### src/rtl/pmc_gen_if.sv
// Command/sensor/drive bundle of the proportional motion controller.
// master = command side, slave = pmc_gen.
interface pmc_gen_if #(
  parameter int W = 4
);
  logic         en;
  logic         estop;
  logic [W-1:0] speed_i;
  logic [W-1:0] dir_i;
  logic [1:0]   mode;
  logic         f1;
  logic         f2;
  logic         b1;
  logic         b2;
  logic [W-1:0] speed_o;
  logic [W-1:0] dir_o;
  logic         upd;
  logic         at_target;

  modport master (
    output en, estop, speed_i, dir_i, mode, f1, f2, b1, b2,
    input  speed_o, dir_o, upd, at_target
  );

  modport slave (
    input  en, estop, speed_i, dir_i, mode, f1, f2, b1, b2,
    output speed_o, dir_o, upd, at_target
  );
endinterface

### src/rtl/pmc_gen.sv
// Proportional motion controller: debounced proximity sensors select a per-mode
// ramp action; speed/direction step toward their targets at a prescaled rate.
module pmc_gen #(
  parameter int W             = 4,
  parameter int STEP          = 1,
  parameter int DEFAULT_SPEED = 5,
  parameter int DEFAULT_DIR   = 8,
  parameter int RATE_DIV      = 1,
  parameter int DEB_CYCLES    = 2
) (
  input logic       clk,
  input logic       rst,
  pmc_gen_if.slave  bus
);
  localparam int PW = (RATE_DIV > 1) ? $clog2(RATE_DIV) : 1;
  localparam int DW = $clog2(DEB_CYCLES + 1);
  localparam logic [W:0]          STEP_X = STEP[W:0];
  localparam logic [W:0]          MAX_X  = {1'b0, {W{1'b1}}};
  localparam logic signed [W+1:0] STEP_S = {1'b0, STEP_X};
  localparam logic [W-1:0]        DS     = DEFAULT_SPEED[W-1:0];
  localparam logic [W-1:0]        DD     = DEFAULT_DIR[W-1:0];

  typedef enum logic [1:0] {OP_UP, OP_DN, OP_TRK} op_t;

  function automatic logic [W-1:0] step_up(input logic [W-1:0] v);
    logic [W:0] s;
    s = {1'b0, v} + STEP_X;
    return (s > MAX_X) ? MAX_X[W-1:0] : s[W-1:0];
  endfunction

  function automatic logic [W-1:0] step_down(input logic [W-1:0] v);
    return ({1'b0, v} < STEP_X) ? '0 : v - STEP_X[W-1:0];
  endfunction

  function automatic logic [W-1:0] step_trk(input logic [W-1:0] v, input logic [W-1:0] t);
    logic signed [W+1:0] diff;
    diff = $signed({2'b00, t}) - $signed({2'b00, v});
    if (diff > STEP_S)
      return step_up(v);
    else if (diff < -STEP_S)
      return step_down(v);
    else
      return t;
  endfunction

  function automatic logic [W-1:0] apply_op(input op_t op, input logic [W-1:0] v,
                                           input logic [W-1:0] t);
    case (op)
      OP_UP:   return step_up(v);
      OP_DN:   return step_down(v);
      default: return step_trk(v, t);
    endcase
  endfunction

  logic [3:0]    raw;
  logic [3:0]    raw_p0;
  logic [3:0]    sens_s;
  logic [DW-1:0] deb_cnt;
  logic [DW-1:0] deb_nxt;
  logic [PW-1:0] pres;
  logic          tick;
  logic [W-1:0]  spd_q, dir_q, sp_t, dr_t, sp_nxt, dr_nxt, spd_dn;
  logic          upd_q, at_q;
  op_t           sp_op, dr_op;

  assign raw = {bus.f1, bus.f2, bus.b1, bus.b2};

  // Stage p0: raw sensor sample and run-length of identical samples
  always_comb begin
    deb_nxt = deb_cnt;
    if (raw != raw_p0)
      deb_nxt = DW'(1);
    else if (deb_cnt != DW'(DEB_CYCLES))
      deb_nxt = deb_cnt + 1'b1;
  end

  always_ff @(posedge clk) begin
    if (rst) begin
      raw_p0  <= '0;
      deb_cnt <= '0;
      sens_s  <= '0;
    end else begin
      raw_p0  <= raw;
      deb_cnt <= deb_nxt;
      if (deb_nxt == DW'(DEB_CYCLES))
        sens_s <= raw;
    end
  end

  // Action select from debounced sensors and mode, then stepped candidates
  always_comb begin
    sp_op = OP_TRK;
    dr_op = OP_TRK;
    sp_t  = DS;
    dr_t  = DD;
    case (bus.mode)
      2'd0, 2'd1: begin
        if (bus.mode == 2'd1) begin
          sp_t = bus.speed_i;
          dr_t = bus.dir_i;
        end
        case (sens_s)
          4'b1100: sp_op = OP_DN;
          4'b0011: sp_op = OP_UP;
          4'b1000: dr_op = OP_UP;
          4'b0100: dr_op = OP_DN;
          4'b1011: begin sp_op = OP_UP; dr_op = OP_UP; end
          4'b0111: begin sp_op = OP_UP; dr_op = OP_DN; end
          default: ;
        endcase
      end
      2'd2: begin
        sp_t = bus.speed_i;
        dr_t = bus.dir_i;
      end
      default: begin
        case (sens_s)
          4'b1100: sp_op = OP_DN;
          4'b0011: ;
          4'b1000: dr_op = OP_UP;
          4'b0100: begin sp_op = OP_DN; dr_op = OP_DN; end
          4'b1011: dr_op = OP_UP;
          4'b0111: dr_op = OP_DN;
          default: sp_op = OP_DN;
        endcase
      end
    endcase
    sp_nxt = apply_op(sp_op, spd_q, sp_t);
    dr_nxt = apply_op(dr_op, dir_q, dr_t);
  end

  assign tick   = bus.en && !bus.estop && (pres == PW'(RATE_DIV - 1));
  assign spd_dn = step_down(spd_q);

  // Output register: estop ramp-down overrides the prescaled update
  always_ff @(posedge clk) begin
    if (rst) begin
      pres  <= '0;
      spd_q <= '0;
      dir_q <= '0;
      upd_q <= 1'b0;
      at_q  <= 1'b0;
    end else if (bus.estop) begin
      spd_q <= spd_dn;
      upd_q <= (spd_q != '0);
      at_q  <= (spd_dn == '0);
    end else if (bus.en) begin
      pres  <= tick ? '0 : pres + 1'b1;
      upd_q <= tick;
      if (tick) begin
        spd_q <= sp_nxt;
        dir_q <= dr_nxt;
        at_q  <= (sp_nxt == spd_q) && (dr_nxt == dir_q);
      end
    end else begin
      upd_q <= 1'b0;
    end
  end

  assign bus.speed_o   = spd_q;
  assign bus.dir_o     = dir_q;
  assign bus.upd       = upd_q;
  assign bus.at_target = at_q;
endmodule
### src/flat_wrapper.sv
// flat-port wrapper written by rule: the top's interface ports become plain ports
module pmc_gen_flat 
#(
  parameter int W             = 4,
  parameter int STEP          = 1,
  parameter int DEFAULT_SPEED = 5,
  parameter int DEFAULT_DIR   = 8,
  parameter int RATE_DIV      = 1,
  parameter int DEB_CYCLES    = 2
)
  (clk, rst, bus_en, bus_estop, bus_speed_i, bus_dir_i, bus_mode, bus_f1, bus_f2, bus_b1, bus_b2, bus_speed_o, bus_dir_o, bus_upd, bus_at_target);
  pmc_gen_if #(.W(W)) bus_i ();
  input logic clk;
  input logic rst;
  input wire logic [$bits(bus_i.en)-1:0] bus_en;
  input wire logic [$bits(bus_i.estop)-1:0] bus_estop;
  input wire logic [$bits(bus_i.speed_i)-1:0] bus_speed_i;
  input wire logic [$bits(bus_i.dir_i)-1:0] bus_dir_i;
  input wire logic [$bits(bus_i.mode)-1:0] bus_mode;
  input wire logic [$bits(bus_i.f1)-1:0] bus_f1;
  input wire logic [$bits(bus_i.f2)-1:0] bus_f2;
  input wire logic [$bits(bus_i.b1)-1:0] bus_b1;
  input wire logic [$bits(bus_i.b2)-1:0] bus_b2;
  output wire logic [$bits(bus_i.speed_o)-1:0] bus_speed_o;
  output wire logic [$bits(bus_i.dir_o)-1:0] bus_dir_o;
  output wire logic [$bits(bus_i.upd)-1:0] bus_upd;
  output wire logic [$bits(bus_i.at_target)-1:0] bus_at_target;
  assign bus_i.en = bus_en;
  assign bus_i.estop = bus_estop;
  assign bus_i.speed_i = bus_speed_i;
  assign bus_i.dir_i = bus_dir_i;
  assign bus_i.mode = bus_mode;
  assign bus_i.f1 = bus_f1;
  assign bus_i.f2 = bus_f2;
  assign bus_i.b1 = bus_b1;
  assign bus_i.b2 = bus_b2;
  assign bus_speed_o = bus_i.speed_o;
  assign bus_dir_o = bus_i.dir_o;
  assign bus_upd = bus_i.upd;
  assign bus_at_target = bus_i.at_target;
  pmc_gen #(.W(W), .STEP(STEP), .DEFAULT_SPEED(DEFAULT_SPEED), .DEFAULT_DIR(DEFAULT_DIR), .RATE_DIV(RATE_DIV), .DEB_CYCLES(DEB_CYCLES)) u_core (.clk(clk), .rst(rst), .bus(bus_i));
endmodule
### config.mk
export PLATFORM = sky130hd
export DESIGN_NAME = pmc_gen_flat
export DESIGN_NICKNAME = d
export VERILOG_FILES = /design/src/rtl/pmc_gen_if.sv /design/src/rtl/pmc_gen.sv /design/src/flat_wrapper.sv
export SDC_FILE = /design/constraint.sdc
export NUM_CORES = 1
export LEC_CHECK = 0
export ABC_CLOCK_PERIOD_IN_PS = 5100
export CELL_PAD_IN_SITES_DETAIL_PLACEMENT = 2
export CELL_PAD_IN_SITES_GLOBAL_PLACEMENT = 2
export CORE_MARGIN = 8
export CORE_UTILIZATION = 38
export DETAILED_ROUTE_END_ITERATION = 8
export DONT_BUFFER_PORTS = 1
export PLACE_DENSITY_LB_ADDON = 0.12
export SYNTH_ARGS = -nofsm -noshare
export SYNTH_HDL_FRONTEND = slang
export SYNTH_SLANG_ARGS = --single-unit
### constraint.sdc
create_clock -name clk -period 5.1 [get_ports clk]
set_input_delay 0.51 -clock clk [delete_from_list [all_inputs] [get_ports clk]]
set_output_delay 0.51 -clock clk [all_outputs]
set_load 0.005 [all_outputs]
==> flow_summary_export.csv <==
group,metric,value,unit
run_status,status,"completed",
finish,fin_nets,366,
worst_setup_path,end_kind,"flop",
clocking,clk_latency,260,ps
timing,rsz0062_at_grt,"no",
grt,grt_pass1_wl,14700,um
clocking,post_cts_buffers,0,
clocking,htree_levels,1,
timing,slew_headroom,51.2,%
timing,period_share,78.1,%
clocking,cts_root_buffer,"clkbuf_8",
worst_hold_path,hold_depth,1,
synthesis,synth_edf_count,0,
placement,dpl.hpwl,7410,um
detailed_routing,via_count,2610,
timing,timing.hold.ws,303,ps
timing,fmax,0.251,GHz
grt,grt_pass1_vias,2733,
grt,antenna_found_initial,0,
synthesis,synthesis.area,2530,um^2
detailed_routing,highest_layer,"met4",
clocking,ctsHoldBuffers,0,
timing,hold_violations,0,
timing,fin_worst_skew,3.35,ps
clocking,tritoncts,"built",
worst_setup_path,critPathLaunch,"u_core.bus.speed_o[2]",
clocking,cts_sinks,21,
worst_setup_path,path_max_fanout,14,
synthesis,ys_seq_area_share,16.6,%
detailed_routing,final_antenna_net_count,0,
clocking,cts_resized,0,
timing,tightest_slew,726,ps
floorplan,ioPinCount,28,
run,maxCapViolations,0,
synthesis,ys_warn_count,0,
detailed_routing,wl_met2,4380,um
placement,gp_congestion,0.876,
detailed_routing,drt_iter0_drc,164,
floorplan,row_count,29,
detailed_routing,drt_wl_total,9050,um
synthesis,netlist.top_cell.by_area,"dfxtp_1",
detailed_routing,wl_per_cell,22.2,um
worst_setup_path,arrival,4160,ps
floorplan,core_area,6390,um^2
placement,port_buffers,0,
floorplan,floorplan.die_area,9530,um^2
power,ir_drop,0.245,mV
worst_setup_path,crit_type,"flop to flop",
detailed_routing,vias_per_cell,6.40,
synthesis,synth.distinct_cells,73,
synthesis,yosys.area.top_type_share,16.6,%
finish,syn_to_final_growth,4.25,%
detailed_routing,wl_met1,4280,um
power,power.density,404,nW/um^2
worst_setup_path,cp-start-kind,"flop",
power,leakagePower,1.05,nW
worst_setup_path,r2r-start,"u_core.bus.speed_o[2]",
detailed_routing,dr.pass1.iters,4,
finish,layout-drive-gt1-share,8.46,%
detailed_routing,route.detailed.drc,0,
detailed_routing,met3_wirelength,351,um
synthesis,syn_inst,337,
synthesis,synth_nets,371,
worst_hold_path,hp-start,"rst",
floorplan,start_util,39.7,%
synthesis,avgSynthCellArea,7.51,um^2
worst_setup_path,r2r_cells,10,
finish,antenna_cells,0,
synthesis,synthArstFlopShare,0,%
grt,grt.total_usage,18.7,%
floorplan,dieWidth,97.6,um
clocking,clockBufferDepth,2,
worst_setup_path,cp.required,5280,ps
timing,drv_slew,0,
grt,gr-total-overflow,0,
clocking,clk_pin_slew,80,ps
synthesis,ys_ff_latch,21,
floorplan,die_y,97.6,um
synthesis,ys_top_cells_by_area,"dfxtp_1, ha_1, nor2_1",
grt,grt_max_degree,23,
timing,tns,0,ps
worst_hold_path,min_path_type,"input port to flop",
timing,setup_violations,0,
clocking,cts_inserted_buffers,3,
synthesis,synth_ff_type,"dfxtp_1",
timing,period_minus_slack,3980,ps
[sequential cells by signal, summed over array words and instances, names as in the netlist]
register / flops
u_core.bus.speed_o: 4
u_core.bus.at_target: 1
u_core.pres: 1
u_core.sens_s: 4
u_core.deb_cnt: 2
u_core.raw_p0: 4
u_core.bus.dir_o: 4
u_core.bus.upd: 1
[per-layer routing]
metal  global-route usage, %  up-vias
met5                       0        -
met4                    2.80        0
met3                    2.28        2
met2                    31.9       36
met1                    24.8     1307
li1                        -     1265
[final cells by class]
class | count | area, um^2
Sequential cell | 21 | 420
Tap cell | 77 | 96.3
Inverter | 17 | 63.8
Timing Repair Buffer | 1 | 7.51
Multi-Input combinational cell | 288 | 2010
Clock buffer | 3 | 41.3
Clock inverter | 1 | 5.00
Fill cell | 777 | 3750
[path summary, 6_finish.rpt]
path / slack [ps] / to
worst max-delay path: 1120 / u_core.bus.at_target
worst min-delay path: 300 / u_core.bus.dir_o[2]
worst max register to register: 1120 / u_core.bus.at_target
worst min register to register: 490 / u_core.pres
[power breakdown]
group          total [mW]  switching, mW  internal [mW]  leakage, nW
Sequential          0.251         0.0662          0.185        0.172
Combinational       0.703          0.427          0.276        0.851
Clock               0.113         0.0583         0.0545       0.0255
[worst max-delay path, stage by stage (launching register included)]
cell and delay (ps):
dfxtp_1 680, inv_1 290, ha_1 440, and3b_1 270, or4b_4 580, nand3_4 160, o311ai_1 160, a2111oi_2 370
o2111ai_1 160, or4b_1 540, o31ai_1 240
[cell families after synthesis]
group           synth area share, %
buf+inv                        4.20
fa+ha+maj                      8.89
xor+xnor                       3.80
simple gates                   31.8
flops                          16.6
compound gates                 30.2
mux                            4.50
[synth_stat cells, drive strengths merged (3+ instances only)]
master / instances
a31oi: 8
a22oi: 4
o31a: 3
a41oi: 3
o21a: 4
and3: 5
a311oi: 4
a311o: 3
nor2: 34
a21o: 4
o22ai: 4
or2: 3
nand2b: 8
ha: 14
inv: 17
mux2: 3
dfxtp: 21
nor2b: 9
mux2i: 8
nand2: 25
and2: 6
o211a: 3
nor3b: 3
o21ai: 15
or3b: 3
or3: 7
nand3: 19
a21oi: 16
a211o: 3
nor3: 13
o221ai: 3
o211ai: 5
xor2: 7
clkbuf: 10
[layout by cell type (no fill, tap or decap), types with 3 or more instances in the layout]
master,count
or2_2,3
nand3_1,17
o221ai_1,3
nand2_1,25
mux2_2,3
and2_1,5
a311oi_1,4
a21oi_1,16
dfxtp_1,21
o211a_1,3
a22oi_1,4
mux2i_1,8
or3_1,5
a41oi_1,3
clkbuf_8,3
nor2_1,34
nor2b_1,9
a21o_1,3
o211ai_1,5
nand2b_1,8
o21ai_0,15
inv_1,17
xor2_1,6
and3_1,5
o31a_1,3
a311o_1,3
a31oi_1,8
ha_1,14
nor3_1,11
o22ai_1,4
o21a_1,4
[per-stage QoR]
stage / instance area, um^2 / util, % / power (mW) / setup slack (ps) / instances
3_5_place_dp: 2590 / 40.6 / 0.949 / 931 / 404
5_1_grt: 2640 / 41.3 / 1.15 / 874 / 408
2_1_floorplan: 2530 / - / 0.750 / 1360 / 337
3_3_place_gp: 2590 / 40.6 / 0.928 / 1100 / 404
4_1_cts: 2640 / 41.3 / 1.07 / 1140 / 408
6_report: 2640 / 41.3 / 1.07 / 1120 / 408
(Power assumes the default switching activity.)
